File: config.mk
export PLATFORM = sky130hd
export DESIGN_NAME = mat_feed_buffer
export DESIGN_NICKNAME = d
export VERILOG_FILES = /design/src/rtl/mat_feed_buffer.sv
export SDC_FILE = /design/constraint.sdc
export NUM_CORES = 1
export LEC_CHECK = 0
export CORE_MARGIN = 4
export CORE_UTILIZATION = 47
export CTS_BUF_LIST = sky130_fd_sc_hd__clkbuf_2
export CTS_CLUSTER_DIAMETER = 200
export DETAILED_ROUTE_END_ITERATION = 10
export GPL_ROUTABILITY_DRIVEN = 0
export HOLD_SLACK_MARGIN = 0.12
export PLACE_DENSITY = 0.69
export SLEW_MARGIN = 10
export SYNTH_ARGS = -nofsm -noshare
export SYNTH_HDL_FRONTEND = slang
export SYNTH_SLANG_ARGS = --single-unit
File: constraint.sdc
create_clock -name clk -period 6.1 [get_ports clk]
set_input_delay 1.22 -clock clk [delete_from_list [all_inputs] [get_ports clk]]
set_output_delay 1.22 -clock clk [all_outputs]
set_load 0.01 [all_outputs]
File: src/rtl/mat_feed_buffer.sv
// Operand store and diagonal-skew feeder for a 2x2 systolic MMU.
// Optional macro WM_WRITE_GUARD_EN: reject host writes while a feed is running or starting.
module mat_feed_buffer #(
    parameter int DATA_W = 8
) (
    input  logic              clk,
    input  logic              rst_n,
    input  logic [DATA_W-1:0] host_data,
    input  logic              wm_load_mat,
    input  logic [2:0]        wm_addr,
    input  logic              feeding_en,
    output logic [DATA_W-1:0] a_in0,
    output logic [DATA_W-1:0] a_in1,
    output logic [DATA_W-1:0] b_in0,
    output logic [DATA_W-1:0] b_in1,
    output logic              feed_valid,
    output logic              busy,
    output logic              mats_ready,
    output logic              feed_done,
    output logic              wr_err
);

    typedef enum logic [1:0] {
        ST_IDLE = 2'd0,
        ST_FEED = 2'd1,
        ST_DONE = 2'd2
    } state_e;

    localparam logic [DATA_W-1:0] ZERO_W = {DATA_W{1'b0}};

    state_e            state_q, state_d;
    logic [1:0]        phase_q, phase_d;
    logic              fe_q;
    logic [DATA_W-1:0] mem_q [8];
    logic [7:0]        loaded_q, loaded_d;
    logic [DATA_W-1:0] a0_q, a1_q, b0_q, b1_q;
    logic [DATA_W-1:0] a0_d, a1_d, b0_d, b1_d;
    logic              fv_q, fv_d;
    logic              busy_q, busy_d;
    logic              mr_q, mr_d;
    logic              fd_q, fd_d;

    logic              start_s;
    logic              wr_block_s;
    logic              wr_commit_s;
    logic              ld_en_s;
    logic [1:0]        ld_phase_s;
    logic              clear_s;

    // Edge detect on the feed command and write acceptance.
    always_comb begin
        start_s = feeding_en & ~fe_q;
`ifdef WM_WRITE_GUARD_EN
        wr_block_s = (state_q != ST_IDLE) | start_s;
`else
        wr_block_s = 1'b0;
`endif
        wr_commit_s = wm_load_mat & ~wr_block_s;
    end

`ifdef WM_WRITE_GUARD_EN
    assign wr_err = wm_load_mat & wr_block_s;
`else
    assign wr_err = 1'b0;
`endif

    // Next-state logic: sequence IDLE -> FEED(p0,p1,p2) -> DONE -> IDLE.
    always_comb begin
        state_d    = state_q;
        phase_d    = phase_q;
        ld_en_s    = 1'b0;
        ld_phase_s = 2'd0;
        clear_s    = 1'b0;
        fd_d       = 1'b0;
        case (state_q)
            ST_IDLE: begin
                if (start_s) begin
                    state_d    = ST_FEED;
                    phase_d    = 2'd0;
                    ld_en_s    = 1'b1;
                    ld_phase_s = 2'd0;
                end else begin
                    state_d = ST_IDLE;
                end
            end
            ST_FEED: begin
                if (phase_q == 2'd2) begin
                    state_d = ST_DONE;
                    phase_d = 2'd0;
                    fd_d    = 1'b1;
                end else begin
                    phase_d    = phase_q + 2'd1;
                    ld_en_s    = 1'b1;
                    ld_phase_s = phase_q + 2'd1;
                end
            end
            ST_DONE: begin
                state_d = ST_IDLE;
                clear_s = 1'b1;
            end
            default: begin
                state_d = ST_IDLE;
                phase_d = 2'd0;
            end
        endcase
        busy_d = (state_d != ST_IDLE);
        fv_d   = (state_d == ST_FEED);
    end

    // Skewed operand selection: row i / column j is delayed by i / j cycles.
    always_comb begin
        a0_d = ZERO_W;
        a1_d = ZERO_W;
        b0_d = ZERO_W;
        b1_d = ZERO_W;
        if (ld_en_s) begin
            case (ld_phase_s)
                2'd0: begin
                    a0_d = mem_q[0];
                    b0_d = mem_q[4];
                end
                2'd1: begin
                    a0_d = mem_q[1];
                    a1_d = mem_q[2];
                    b0_d = mem_q[6];
                    b1_d = mem_q[5];
                end
                2'd2: begin
                    a1_d = mem_q[3];
                    b1_d = mem_q[7];
                end
                default: begin
                    a0_d = ZERO_W;
                end
            endcase
        end else begin
            a0_d = ZERO_W;
        end
    end

    // Loaded bitmap: cleared on exit from DONE, then any write that cycle re-marks its slot.
    always_comb begin
        loaded_d = loaded_q;
        if (clear_s) begin
            loaded_d = 8'd0;
        end else begin
            loaded_d = loaded_q;
        end
        if (wr_commit_s) begin
            loaded_d[wm_addr] = 1'b1;
        end else begin
            loaded_d = loaded_d;
        end
        mr_d = &loaded_d;
    end

    // Operand storage.
    always_ff @(posedge clk or negedge rst_n) begin
        if (!rst_n) begin
            for (int i = 0; i < 8; i++) begin
                mem_q[i] <= ZERO_W;
            end
        end else if (wr_commit_s) begin
            mem_q[wm_addr] <= host_data;
        end
    end

    // Control state and registered outputs.
    always_ff @(posedge clk or negedge rst_n) begin
        if (!rst_n) begin
            state_q  <= ST_IDLE;
            phase_q  <= 2'd0;
            fe_q     <= 1'b0;
            loaded_q <= 8'd0;
            a0_q     <= ZERO_W;
            a1_q     <= ZERO_W;
            b0_q     <= ZERO_W;
            b1_q     <= ZERO_W;
            fv_q     <= 1'b0;
            busy_q   <= 1'b0;
            mr_q     <= 1'b0;
            fd_q     <= 1'b0;
        end else begin
            state_q  <= state_d;
            phase_q  <= phase_d;
            fe_q     <= feeding_en;
            loaded_q <= loaded_d;
            a0_q     <= a0_d;
            a1_q     <= a1_d;
            b0_q     <= b0_d;
            b1_q     <= b1_d;
            fv_q     <= fv_d;
            busy_q   <= busy_d;
            mr_q     <= mr_d;
            fd_q     <= fd_d;
        end
    end

    assign a_in0      = a0_q;
    assign a_in1      = a1_q;
    assign b_in0      = b0_q;
    assign b_in1      = b1_q;
    assign feed_valid = fv_q;
    assign busy       = busy_q;
    assign mats_ready = mr_q;
    assign feed_done  = fd_q;

endmodule

# Word level (Yosys, flattened, before mapping)
# Cells that the tools add are included.
# word_totals
n_memories,0
ramBits,0
regBits,113
romBits,0
output_inout_bits,37
latchBits,0
in_bits,15
# classes
n_eq_ne,7
n_mux,28
n_lt_le_gt_ge,4
n_shift,0
mul,0
div_mod_pow,0
reduce_logical,7
bitwise,5
n_addsub,1
# op_table
op,count
bitwise mux 64 bit,1
case mux 8 bit (2 select lines),4
two-way mux 8 bit,7
demux 8 bit (select 3 bit),1
two-way mux 2 bit,4
bitwise OR 8 bit,1
AND reduction 8 bit,1
two-way mux 1 bit,7
"== test 2 x 1 -> 1 bit, second input constant",3
"== test 2 bit, second input constant",3
case mux 2 bit (3 select lines),1
"greater-or-equal comparator 4 bit, second input constant",1
zero test 2 bit,2
"< comparator 3 x 4 -> 1 bit, second input constant",1
"< comparator 4 x 1 -> 1 bit, second input constant",1
inverter 3 -> 4 bit,1
case mux 2 bit (2 select lines),1
demux 1 bit (select 3 bit),1
"greater-or-equal comparator 3 x 1 -> 1 bit, second input constant",1
"adder 2 x 1 -> 2 bit, second input constant",1
logical AND 1 bit,2
"!= test 2 bit, second input constant",1
inverter 1 bit,2
case mux 1 bit (2 select lines),1
3 further kinds,3

# Logic depth before layout (Yosys ltp)
# depth
word_depth,7
depth_mapped,10
ltp_nobuf,7

# Worst setup path after synthesis
# No wires, ideal clock.
# synth_path
path_type,input-to-reg
startpoint,input port wm_addr[2]
endpoint,"register mr_q, in the netlist mats_ready"
required_time_ns,6.032
arrival_ns,2.281
cell_stages,6
slack_ns,3.751
path_buffers,2
cell_sequence,buf_2 -> and4bb_2 -> buf_4 -> o21ai_0 -> a221oi_1 -> and4_1
# synth_between
elab_chain_cells,7
# synth_lines
element,line_no,source
"start, declared",10,"input logic [2:0] wm_addr,"
< comparator 3 x 4 -> 1 bit (implied by the code) or greater-or-equal comparator 3 x 1 -> 1 bit (tied branches),150,loaded_d[wm_addr] = 1'b1;
logical AND 1 bit (implied by the code),150,
two-way mux 1 bit (implied by the code),150,
demux 1 bit (select 3 bit) (*),150,
bitwise OR 8 bit (no source line) (*),--,
two-way mux 8 bit (*),149,if (wr_commit_s) begin
AND reduction 8 bit (*),154,mr_d = &loaded_d;
via mr_d,40,"logic mr_q, mr_d;"
"end signal, assigned",194,mr_q <= mr_d;
"end, declared",40,
# The timed path passes the listed nets; every way through them passes the cells marked *.
# A chain may end at the register's enable or synchronous reset.

# Worst setup path in the final report
# layout_path
startpoint,"register mr_q, in the netlist mats_ready"
endpoint,output port mats_ready
# layout_rtl
element,line_no,source
"end, declared",18,"output logic mats_ready,"
# No word-level cell between the ends.

==> results.toml <==
[drt]
drc = 0
routedWlPerCell_um = 16.8
wirelength_um = 8310
drtIter0Drc = 123
vias_per_cell = 5.43
postRouteAntennaNets = 0
firstDrtPassIters = 5
via_count = 2681

[synthesis]
synth_seq_area_share_pct = 64.4
avgSynthCellArea_um2 = 13.9
synthesis.area_um2 = 4390
ys_ff_latch = 113
ys_warn_count = 0
synth_edf_count = 0
synthesis.nets = 333
ys_types = 33
syn_inst = 316
synthFlopType = "dfrtp_1"
synthArstFlopShare_pct = 100

[clocking]
cts_tree = "yes"
cts_setup_buffers = 0
numCtsBuffers = 17
htreeDepth = 4
cts-resized-gates = 0
cts_root_buf = "clkbuf_2"
clk_pin_slew_worst_paths_ps = 160
cts_hold_buf = 0
cts_max_path_buffers = 2
clock_latency_ps = 620
clock-sinks = 113

[sta]
hold_violations = 0
setup_violations = 0
finalClockSkew_ps = 16.1
rsz0062_at_grt = "false"
finalCritPeriodShare_pct = 45.3
worst_pin_slew_ps = 907
max_slew_margin_pct = 39.6
setup_ws_ps = 3330
max_freq_mhz = 362
drv_slew = 0
setup_tns_ps = 0
min_period_ps = 2770
hold_slack_ps = 471

[critical_path]
timing.rr.start = "state_q[0]$_DFF_PN0_"
worst-path-buf-inv = 1
worstPathRequired_ps = 4880
crit_path_end_kind = "output pin"
crit_type = "flip-flop to output pin"
path_max_fanout = 1
critPathLaunch = "mats_ready$_DFF_PN0_"
cp_top_family = "buffers and inverters"
crit_arrival_ps = 1550
start_kind = "flip-flop"
cp_slowest_stage_delay_ps = 550
slowest_stage = "clkdlybuf4s50_1"
path_cells = "clkdlybuf4s50_1"

[finish]
synthToLayoutAreaGrowth_pct = 17.1
fill_cells = 759
multi_input_area_um2 = 1440
antenna_cells = 0
drive_above_1_share_pct = 27.2
design_area_um2 = 5150
regArea_um2 = 2830
fin_cells = 494
nets = 387

[floorplanning]
dieArea_um2 = 11000
die_h_um = 105
dieWidth_um = 105
core_um2 = 9150
num_rows = 35
initial_core_util_pct = 48.0
num_io_pins = 52

[pwr]
peakVddDrop_uv = 210
p_leak_nw = 2.31
p_per_area_nw_per_um2 = 414

[grt]
grt_pass1_vias = 2692
grt_overflow_total = 0
grt_max_degree = 75
antenna_found_initial = 0
grt_pass1_wl_um = 13700
grt_use_total_pct = 16.1

[place]
dp_cells = 462
port_buffers = 50
dp_hpwl_um = 5300
dp_slack_ps = 2760
post_dp_cell_area_um2 = 4960

[job]
max-cap-violations = 0

[worst_hold_path]
hp-start = "state_q[1]$_DFF_PN0_"
min_path_type = "flip-flop to flip-flop"

[run_status]
status = "finished, final reports clean"
-- logic make-up after synthesis --
kind of cell / Yosys count / share of synthesized area (%)
flip-flops: 113 / 64.4
AND/OR/NAND/NOR: 67 / 8.12
multiplexers: 64 / 16.4
AO/OA/AOI/OAI: 44 / 7.66
buffers and inverters: 25 / 2.82
adder cells (fa/ha/maj): 2 / 0.569
other: 1 / 0.0853
-- path summary, 6_finish.rpt --
kind | end | slack, ps | cells after the start
max | mats_ready | 3330 | 1
max reg2reg | b_in1[4]$_DFF_PN0_ | 3630 | 7
min in group asynchronous | mem_q[23]$_DFFE_PN0P_ | 720 | 1
min | busy$_DFF_PN0_ | 470 | 1
min reg2reg | busy$_DFF_PN0_ | 470 | 1
max in group asynchronous | loaded_q[4]$_DFF_PN0_ | 4360 | 2
-- sequential cells by signal, summed over array words and instances, names as in the netlist --
signal	cells
loaded_q	8
state_q	2
feed_valid	1
a_in0	8
mats_ready	1
phase_q	2
feed_done	1
fe_q	1
b_in0	8
busy	1
a_in1	8
mem_q	64
b_in1	8
-- placed cells by master, fill, tap and decap left out, types with 2 or more instances in the layout --
master / instances
a21o_1: 5
a22oi_1: 32
buf_4: 4
clkbuf_2: 19
clkdlybuf4s50_1: 49
clkinv_1: 3
clkinv_2: 5
clkinvlp_4: 4
dfrtp_1: 113
ha_1: 2
inv_1: 7
mux2_2: 64
nand2_1: 13
nand2b_1: 2
nand4b_1: 2
nand4b_2: 2
nor2_1: 36
nor3b_1: 2
or2_1: 2
-- metrics by stage --
step / power, mW / utilization, %
after floorplan: 1.47 / -
after global routing: 2.27 / 56.2
final: 2.13 / 56.2
after detailed placement: 1.74 / 54.1
after global placement: 1.72 / 54.1
after CTS: 2.16 / 56.2
-- Yosys cell counts, types with 2 or more instances --
master | instances | share of area (%)
nand2b_1 | 2 | 0.28
buf_4 | 2 | 0.34
nand2_1 | 13 | 1.1
nor2_1 | 36 | 3.1
mux2_2 | 64 | 16
or2_1 | 2 | 0.28
a21o_1 | 5 | 0.85
buf_2 | 6 | 0.68
buf_6 | 2 | 0.51
clkbuf_1 | 8 | 0.68
inv_1 | 7 | 0.60
nor3b_1 | 2 | 0.34
nand4b_2 | 2 | 0.68
ha_1 | 2 | 0.57
nand4b_1 | 2 | 0.40
dfrtp_1 | 113 | 64
a22oi_1 | 32 | 5.5
-- where the power goes --
part           total [mW]  internal, mW  switching (mW)
clock network       0.410         0.141           0.269
logic               0.684         0.324           0.360
registers            1.04         0.945          0.0914
-- cell type report --
| class | count | area share (%) |
|---|---|---|
| clock buffers | 19 | 1.85 |
| flip-flops and latches | 113 | 54.9 |
| multi-input cells | 178 | 28.0 |
| repair buffers | 53 | 10.1 |
| clock inverters | 13 | 1.87 |
| inverters | 7 | 0.510 |
| well taps | 111 | 2.70 |
-- routing by layer --
metal | wire length, um | vias to the layer above | track usage (%)
li1 | - | 1223 | -
met1 | 3670 | 1376 | 20.5
met2 | 4140 | 66 | 26.3
met3 | 370 | 16 | 4.51
met4 | 135 | 0 | 6.19
met5 | 0 | - | 0
Note: power is estimated with default switching activity, not from simulation.
